**config.mk**
```make
export PLATFORM = sky130hd
export DESIGN_NAME = bus_cycle_sequencer
export DESIGN_NICKNAME = d
export VERILOG_FILES = /design/src/rtl/bus_cycle_sequencer.sv
export SDC_FILE = /design/constraint.sdc
export NUM_CORES = 1
export LEC_CHECK = 0
export CORE_MARGIN = 3
export CORE_UTILIZATION = 48
export DETAILED_ROUTE_END_ITERATION = 10
export PLACE_DENSITY = 0.88
export SLEW_MARGIN = 20
export SYNTH_ARGS = -nofsm -noshare
export SYNTH_HDL_FRONTEND = slang
export SYNTH_SLANG_ARGS = --single-unit
```
**constraint.sdc**
```tcl
create_clock -name clk -period 2.7 [get_ports clk]
set_clock_uncertainty 0.1 [all_clocks]
set_input_delay 0.27 -clock clk [delete_from_list [all_inputs] [get_ports clk]]
set_output_delay 0.27 -clock clk [all_outputs]
set_load 0.01 [all_outputs]
```
**src/rtl/bus_cycle_sequencer.sv**
```systemverilog
// Z80 machine-cycle T-state sequencer.
// Produces one-hot T1/T2/Tw/T3/T4 timing, latched function strobes, auto and
// WAIT-inserted wait states, and the BUSRQ/BUSACK bus hand-over.
//
// state     | meaning
// ----------+-----------------------------------------------------------
// ST_IDLE   | no machine cycle in progress, bus owned
// ST_T1     | first T-state, function just latched
// ST_T2     | second T-state, auto-wait counter loads here
// ST_TWA    | automatic wait state (I/O, interrupt acknowledge)
// ST_TWI    | wait state inserted by the WAIT pin
// ST_T3     | third T-state, last one for mem read/write and I/O
// ST_T4     | fourth T-state, last one for fetch and interrupt acknowledge
// ST_BUSACK | bus released to an external master
module bus_cycle_sequencer #(
    parameter int unsigned IO_AUTO_WAIT   = 1,
    parameter int unsigned INTA_AUTO_WAIT = 2
) (
    input  logic       clk,
    input  logic       reset,
    input  logic       cyc_req,
    input  logic [2:0] cyc_func,
    input  logic       mwait,
    input  logic       busrq,
    output logic       cyc_ack,
    output logic       T1,
    output logic       T2,
    output logic       Tw,
    output logic       T3,
    output logic       T4,
    output logic       tw_auto,
    output logic       fFetch,
    output logic       fMRead,
    output logic       fMWrite,
    output logic       fIORead,
    output logic       fIOWrite,
    output logic       in_intr,
    output logic       setM1,
    output logic       busack,
    output logic [7:0] wait_cnt
);

    typedef enum logic [2:0] {
        ST_IDLE,
        ST_T1,
        ST_T2,
        ST_TWA,
        ST_TWI,
        ST_T3,
        ST_T4,
        ST_BUSACK
    } state_t;

    localparam logic [1:0] IO_AW   = 2'(IO_AUTO_WAIT);
    localparam logic [1:0] INTA_AW = 2'(INTA_AUTO_WAIT);

    state_t     state_q, state_d;
    logic [2:0] func_q;
    logic [1:0] aw_cnt_q;
    logic       ack_c;
    logic       wait_inc;

    logic       is_fetch, is_mread, is_mwrite, is_ioread, is_iowrite, is_inta;
    logic       four_t, auto_wait;
    logic [1:0] aw_load;
    logic       req_ok, is_last, boundary, active;

    assign is_fetch   = (func_q == 3'd0);
    assign is_mread   = (func_q == 3'd1);
    assign is_mwrite  = (func_q == 3'd2);
    assign is_ioread  = (func_q == 3'd3);
    assign is_iowrite = (func_q == 3'd4);
    assign is_inta    = (func_q == 3'd5);

    assign four_t    = is_fetch | is_inta;
    assign auto_wait = is_ioread | is_iowrite | is_inta;
    assign aw_load   = is_inta ? INTA_AW : ((is_ioread | is_iowrite) ? IO_AW : 2'd0);

    // Functions 6/7 are illegal and look exactly like no request at all.
    assign req_ok   = cyc_req & (cyc_func <= 3'd5);
    assign is_last  = (state_q == ST_T4) | ((state_q == ST_T3) & ~four_t);
    assign boundary = (state_q == ST_IDLE) | is_last;
    assign active   = (state_q != ST_IDLE) & (state_q != ST_BUSACK);

    // Next-state selection; boundaries arbitrate busrq over a new cycle request.
    always_comb begin
        state_d  = state_q;
        ack_c    = 1'b0;
        wait_inc = 1'b0;
        if (boundary) begin
            if (busrq) begin
                state_d = ST_BUSACK;
            end else if (req_ok) begin
                state_d = ST_T1;
                ack_c   = 1'b1;
            end else begin
                state_d = ST_IDLE;
            end
        end else begin
            case (state_q)
                ST_T1: state_d = ST_T2;
                ST_T2: begin
                    if (auto_wait && (aw_load != 2'd0)) begin
                        state_d = ST_TWA;
                    end else if (mwait) begin
                        state_d  = ST_TWI;
                        wait_inc = 1'b1;
                    end else begin
                        state_d = ST_T3;
                    end
                end
                ST_TWA: begin
                    if (aw_cnt_q > 2'd1) begin
                        state_d = ST_TWA;
                    end else if (mwait) begin
                        state_d  = ST_TWI;
                        wait_inc = 1'b1;
                    end else begin
                        state_d = ST_T3;
                    end
                end
                ST_TWI: begin
                    if (mwait) begin
                        state_d  = ST_TWI;
                        wait_inc = 1'b1;
                    end else begin
                        state_d = ST_T3;
                    end
                end
                ST_T3:     state_d = ST_T4;
                ST_BUSACK: state_d = busrq ? ST_BUSACK : ST_IDLE;
                default:   state_d = ST_IDLE;
            endcase
        end
    end

    // State register.
    always_ff @(posedge clk or posedge reset) begin
        if (reset) state_q <= ST_IDLE;
        else       state_q <= state_d;
    end

    // Function latch, captured on the accepting edge.
    always_ff @(posedge clk or posedge reset) begin
        if (reset)      func_q <= 3'd0;
        else if (ack_c) func_q <= cyc_func;
    end

    // Auto-wait counter: loaded in T2, counts down once per TWA.
    always_ff @(posedge clk or posedge reset) begin
        if (reset)                                       aw_cnt_q <= 2'd0;
        else if (state_q == ST_T2)                       aw_cnt_q <= aw_load;
        else if ((state_q == ST_TWA) && (aw_cnt_q != 0)) aw_cnt_q <= aw_cnt_q - 2'd1;
    end

    // WAIT-inserted state count, cleared when a new cycle starts, saturating.
    always_ff @(posedge clk or posedge reset) begin
        if (reset)                            wait_cnt <= 8'd0;
        else if (ack_c)                       wait_cnt <= 8'd0;
        else if (wait_inc && wait_cnt != 8'hFF) wait_cnt <= wait_cnt + 8'd1;
    end

    // Decoded outputs; cyc_ack is masked so reset never lets a pulse through.
    always_comb begin
        cyc_ack  = ack_c & ~reset;
        T1       = (state_q == ST_T1);
        T2       = (state_q == ST_T2);
        Tw       = (state_q == ST_TWA) | (state_q == ST_TWI);
        T3       = (state_q == ST_T3);
        T4       = (state_q == ST_T4);
        tw_auto  = (state_q == ST_TWA);
        fFetch   = active & four_t;
        fMRead   = active & is_mread;
        fMWrite  = active & is_mwrite;
        fIORead  = active & is_ioread;
        fIOWrite = active & is_iowrite;
        in_intr  = active & is_inta;
        setM1    = is_last;
        busack   = (state_q == ST_BUSACK);
    end

endmodule

```
[Yosys cells after proc, flatten, opt, wreduce, memory -nomap -nowiden]
Cells that the tools add are included.
Widths: inputs -> output; s select.
Storage, ports and cells
  flip-flop bits (word level): 16
  latch bits: 0
  memory bits (writable): 0
  memory bits (read-only): 0
  input bits: 8
  memories: 0
Cells by class
  add/sub/neg operators: 2
  $mul: 0
  divide/modulo/power cells: 0
  $lt $le $gt $ge: 2
  eq/ne operators: 14
  shift-type cells: 0
  muxes and demuxes: 22
  bitwise operators: 18
  reduce and logical (&&, ||, !) cells: 10
Operators with widths (number)
  $eq 3x3->1 const B: 6
  $pmux 3 s6: 1
  $mux 8: 2
  $mux 3: 5
  $eq 3x2->1 const B: 4
  $and 1x1->1: 10
  $mux 1: 10
  $add 8x1->8 const B: 1
  $ne 8x8->1 const B: 1
  $reduce_bool 2->1: 4
  $eq 3x1->1 const B: 2
  $logic_not 3->1: 2
  $mux 2: 3
  $or 1x1->1: 6
  $le 3x3->1 const B: 1
  $logic_and 1x1->1: 3
  $ne 3x3->1 const B: 1
  $pmux 1 s3: 1
  $reduce_bool 3->1: 1
  $gt 2x1->1 const B: 1
  $not 1->1: 2
  $sub 2x1->2 const B: 1

[Longest topological paths before layout]
  depth in word-level cells: 12
  gate-level depth with buffers: 8
  mapped depth without buffers: 7

[Least setup slack after synthesis]
Ideal clock, no wire load.
  path kind: reg2reg
  from: reg state_q[0]
  to: reg wait_cnt[2]
  setup time: 124 ps
  arrival: 1914 ps
  path slack: 562 ps
  cell stages (with the launch flop): 8
  clock period less this slack: 2138 ps
  cells stage by stage: dfrtp_1 > or3b_1 > buf_2 > o32ai_4 > o221ai_2 > and2_4 > buf_6 > a211o_1
On the way
  cells in the longest elaborated chain, start to end: 7
  elaborated cells between the ends (all ways): 15
Ends and longest elaborated chain
  start, declared: line 57  | state_t state_q, state_d;
  start signal, assigned: line 140  | else state_q <= state_d;
  $eq 3x3->1: line 81  | assign is_last = (state_q == ST_T4) | ((state_q == ST_T3) & ~four_t);
  $and 1x1->1: line 81
  $or 1x1->1: line 81
  $or 1x1->1: line 82  | assign boundary = (state_q == ST_IDLE) | is_last;
  $mux 1: line 90  | if (boundary) begin
  $logic_and 1x1->1: line 160  | else if (wait_inc && wait_cnt != 8'hFF) wait_cnt <= wait_cnt + 8'd1;
  $reduce_bool 2->1 (no source line)
  end signal, assigned: line 160
  end, declared: line 40  | output logic [7:0] wait_cnt
Parallel ways exist; a longest one is shown, timed or not.
A chain may end at the register's enable or synchronous reset.

[Worst setup path after layout]
  from: reg state_q[1]
  to: out fMRead
On the way
  cells in the longest elaborated chain, start to end: 3
  elaborated cells between the ends (all ways): 4
Ends and longest elaborated chain
  $ne 3x3->1 / $reduce_bool 3->1 (equally long branches): line 83  | assign active = (state_q != ST_IDLE) & (state_q != ST_BUSACK);
  $and 1x1->1 *: line 83
  $and 1x1->1 *: line 173  | fMRead = active & is_mread;
  end, declared: line 33  | output logic fMRead,
Every way passes the cells marked *; elsewhere a longest branch is shown, timed or not.

==> impl_metrics.env <==
export IMPL_status="completed"
export IMPL_hold_path_class="in2async"
export IMPL_ir_drop_mv=0.817
export IMPL_worst_r2r_setup_slack_ns=0.43
export IMPL_p_leak_nw=0.690
export IMPL_grtUsageTotal_pct=19.6
export IMPL_synth_compound_area_share_pct=22.1
export IMPL_cpMaxStageDelayCell="clkdlybuf4s50_1"
export IMPL_h_tree_depth=1
export IMPL_drc=0
export IMPL_final_layout_size_suffix_gt1_share_pct=8.88
export IMPL_crit_path_end_kind="output pin"
export IMPL_drtIter0Drc=59
export IMPL_ios=31
export IMPL_final_setup_tns_ns=0
export IMPL_cts_made_buffers=3
export IMPL_die_h_um=55.5
export IMPL_max_clock_freq_ghz=0.384
export IMPL_period_share_pct=96.5
export IMPL_synth_seq_cells=16
export IMPL_slew_viol_final=0
export IMPL_num_antenna_cells=0
export IMPL_maxCapViolations=0
export IMPL_synthAdderAreaFrac_pct=3.19
export IMPL_synth_xor_area_share_pct=2.23
export IMPL_cts_tree="built"
export IMPL_startpoint_type="flop"
export IMPL_syn_instance_count=140
export IMPL_worst_path_buf_inv=1
export IMPL_worstMarginPinSlew_ns=0.605
export IMPL_hpwl_mm=2.25
export IMPL_core_area_um2=2280
export IMPL_crit_required_ns=2.33
export IMPL_cts_resized=0
export IMPL_antenna_found_initial=0
export IMPL_ys_warn_count=0
export IMPL_initial_utilization_pct=51.7
export IMPL_path_clk_slew_ns=0.10
export IMPL_critPathMaxStageDelay_ns=0.54
export IMPL_placementRows=17
export IMPL_ys_seq_area_share_pct=34.0
export IMPL_vias_per_cell=5.88
export IMPL_gr_total_overflow=0
export IMPL_synth_edf_count=0
export IMPL_ys_types=44
export IMPL_post_cts_setup_buffers=0
export IMPL_wl_per_cell_um=14.9
export IMPL_crit_chain="and3_1 -> or2_2 -> nor2_1 -> and3_1 -> clkdlybuf4s50_1"
export IMPL_synthToLayoutAreaGrowth_pct=30.1
export IMPL_max_slew_margin_pct=59.6
export IMPL_hold_buffers=0
export IMPL_grt_max_degree=17
export IMPL_cts_root_buf="clkbuf_4"
export IMPL_setup_viol=0
export IMPL_hold_viol_final=0
export IMPL_rsz0062_at_grt="false"
export IMPL_syn_avg_cell_area_um2=8.40
export IMPL_cts_buffer_depth=2
export IMPL_synthArstFlopShare_pct=100
export IMPL_wl_mm=2.93
export IMPL_antenna_left=0
export IMPL_synthSimpleGateAreaFrac_pct=27.8
export IMPL_cp_max_fo=13
export IMPL_crit_family="simple AND/OR/NAND/NOR gates"
export IMPL_final_nets=181
export IMPL_die_area_um2=3080
export IMPL_firstDrtPassIters=4
export IMPL_vias=1159
export IMPL_numPortBuffers=30
export IMPL_syn_area_um2=1180
export IMPL_die_x_um=55.5
export IMPL_worstPathArrival_ns=2.23
export IMPL_synth_flop_cell="dfrtp_1"
export IMPL_grt_first_pass_wirelength_mm=4.89
export IMPL_crit_type="reg2out"
export IMPL_synth_mux_area_fraction_pct=3.72
export IMPL_total_power_mw=1.62
export IMPL_clkLatencyLatePin_ns=0.29
export IMPL_clock_sinks=16
export IMPL_synth_fp_nets=151
export IMPL_place_gp_congestion=0.969
export IMPL_worst_path_most_repeated_cell="and3_1"
export IMPL_grt_pass1_vias=1056
export IMPL_finalCriticalPeriod_ns=2.60
export IMPL_synth_top_family_by_area="simple AND/OR/NAND/NOR gates"
export IMPL_p_per_area_nw_per_um2=1060
[final timing paths]
path	start	endpoint	depth (start not counted)
worst max register to register	state_q[1]	wait_cnt[2]	6
worst min-delay path	reset	wait_cnt[0]	2
worst max-delay path	state_q[1]	fMRead	5
max in group asynchronous	reset	wait_cnt[4]	2
worst min register to register	wait_cnt[0]	wait_cnt[0]	1
min in group clk	wait_cnt[0]	wait_cnt[0]	1
[flip-flops by register name (all words and copies together) (netlist names)]
name and cells:
aw_cnt_q 2, func_q 3, state_q 3, wait_cnt 8
[synth_stat cells, types with 3 or more instances]
library cell / instances / area, um^2
dfrtp_1: 16 / 400
nand2b_1: 3 / 18.8
nand2_1: 12 / 45.0
nor3_1: 9 / 45.0
a21oi_1: 4 / 20.0
nor3b_1: 3 / 22.5
and3_1: 6 / 37.5
nor2_1: 12 / 45.0
clkbuf_1: 5 / 18.8
o21ai_0: 6 / 30.0
nor2b_1: 4 / 25.0
o211ai_1: 3 / 22.5
a211o_1: 4 / 35.0
mux2_2: 3 / 33.8
nand3_1: 3 / 15.0
ha_1: 3 / 37.5
inv_1: 11 / 41.3
[layer usage]
metal / global-route usage [%] / routed length, um / vias up
met5: 0 / 0 / -
met4: 3.13 / 19 / 0
met3: 4.44 / 236 / 4
met2: 33.3 / 1440 / 53
met1: 25.8 / 1230 / 546
li1: - / - / 556
[cell usage in the layout, fill, tap and decap left out, types with 2 or more instances in the layout]
master,count
a21oi_1,4
buf_4,3
nor3b_1,3
nor3_1,9
dfrtp_1,16
a211o_1,4
o21ai_1,2
nor2b_1,4
inv_1,11
nor2_1,12
nand2_1,12
a221oi_1,2
and2_1,2
xor2_1,2
nand2b_1,3
and3_1,6
mux2_2,3
nand3_1,3
ha_1,3
clkdlybuf4s50_1,30
nand3b_1,2
o21ai_0,6
o211ai_1,3
clkbuf_4,3
[per-stage QoR]
step	area [um^2]	hold WS, ns	utilization (%)	setup WS, ns	cells
after global routing	1530	0.337	67.2	0.0159	197
after CTS	1530	0.307	67.2	0.111	197
after detailed placement	1490	0.442	65.6	0.449	193
final	1530	0.279	67.2	0.0954	197
after global placement	1490	0.412	65.6	0.493	193
after floorplan	1180	0.0837	-	0.562	140
[layout make-up]
| cell class | instances | area [um^2] |
|---|---|---|
| Timing Repair Buffer | 33 | 323 |
| Tap cell | 28 | 35.0 |
| Sequential cell | 16 | 400 |
| Clock buffer | 4 | 36.3 |
| Fill cell | 177 | 746 |
| Multi-Input combinational cell | 105 | 694 |
| Inverter | 11 | 41.3 |
[cell families (layout without fill, tap and decap cells)]
group / after synthesis / after routing
adder cells (fa/ha/maj): 3 / 3
flip-flops: 16 / 16
AND/OR/NAND/NOR: 62 / 62
multiplexers: 4 / 4
buffers and inverters: 19 / 48
AO/OA/AOI/OAI: 33 / 33
XOR/XNOR: 3 / 3
[power by group]
part / internal, mW / switching [mW]
logic: 0.504 / 0.495
clock network: 0.0821 / 0.0788
registers: 0.320 / 0.143
Power figures use the tool's default switching activity.
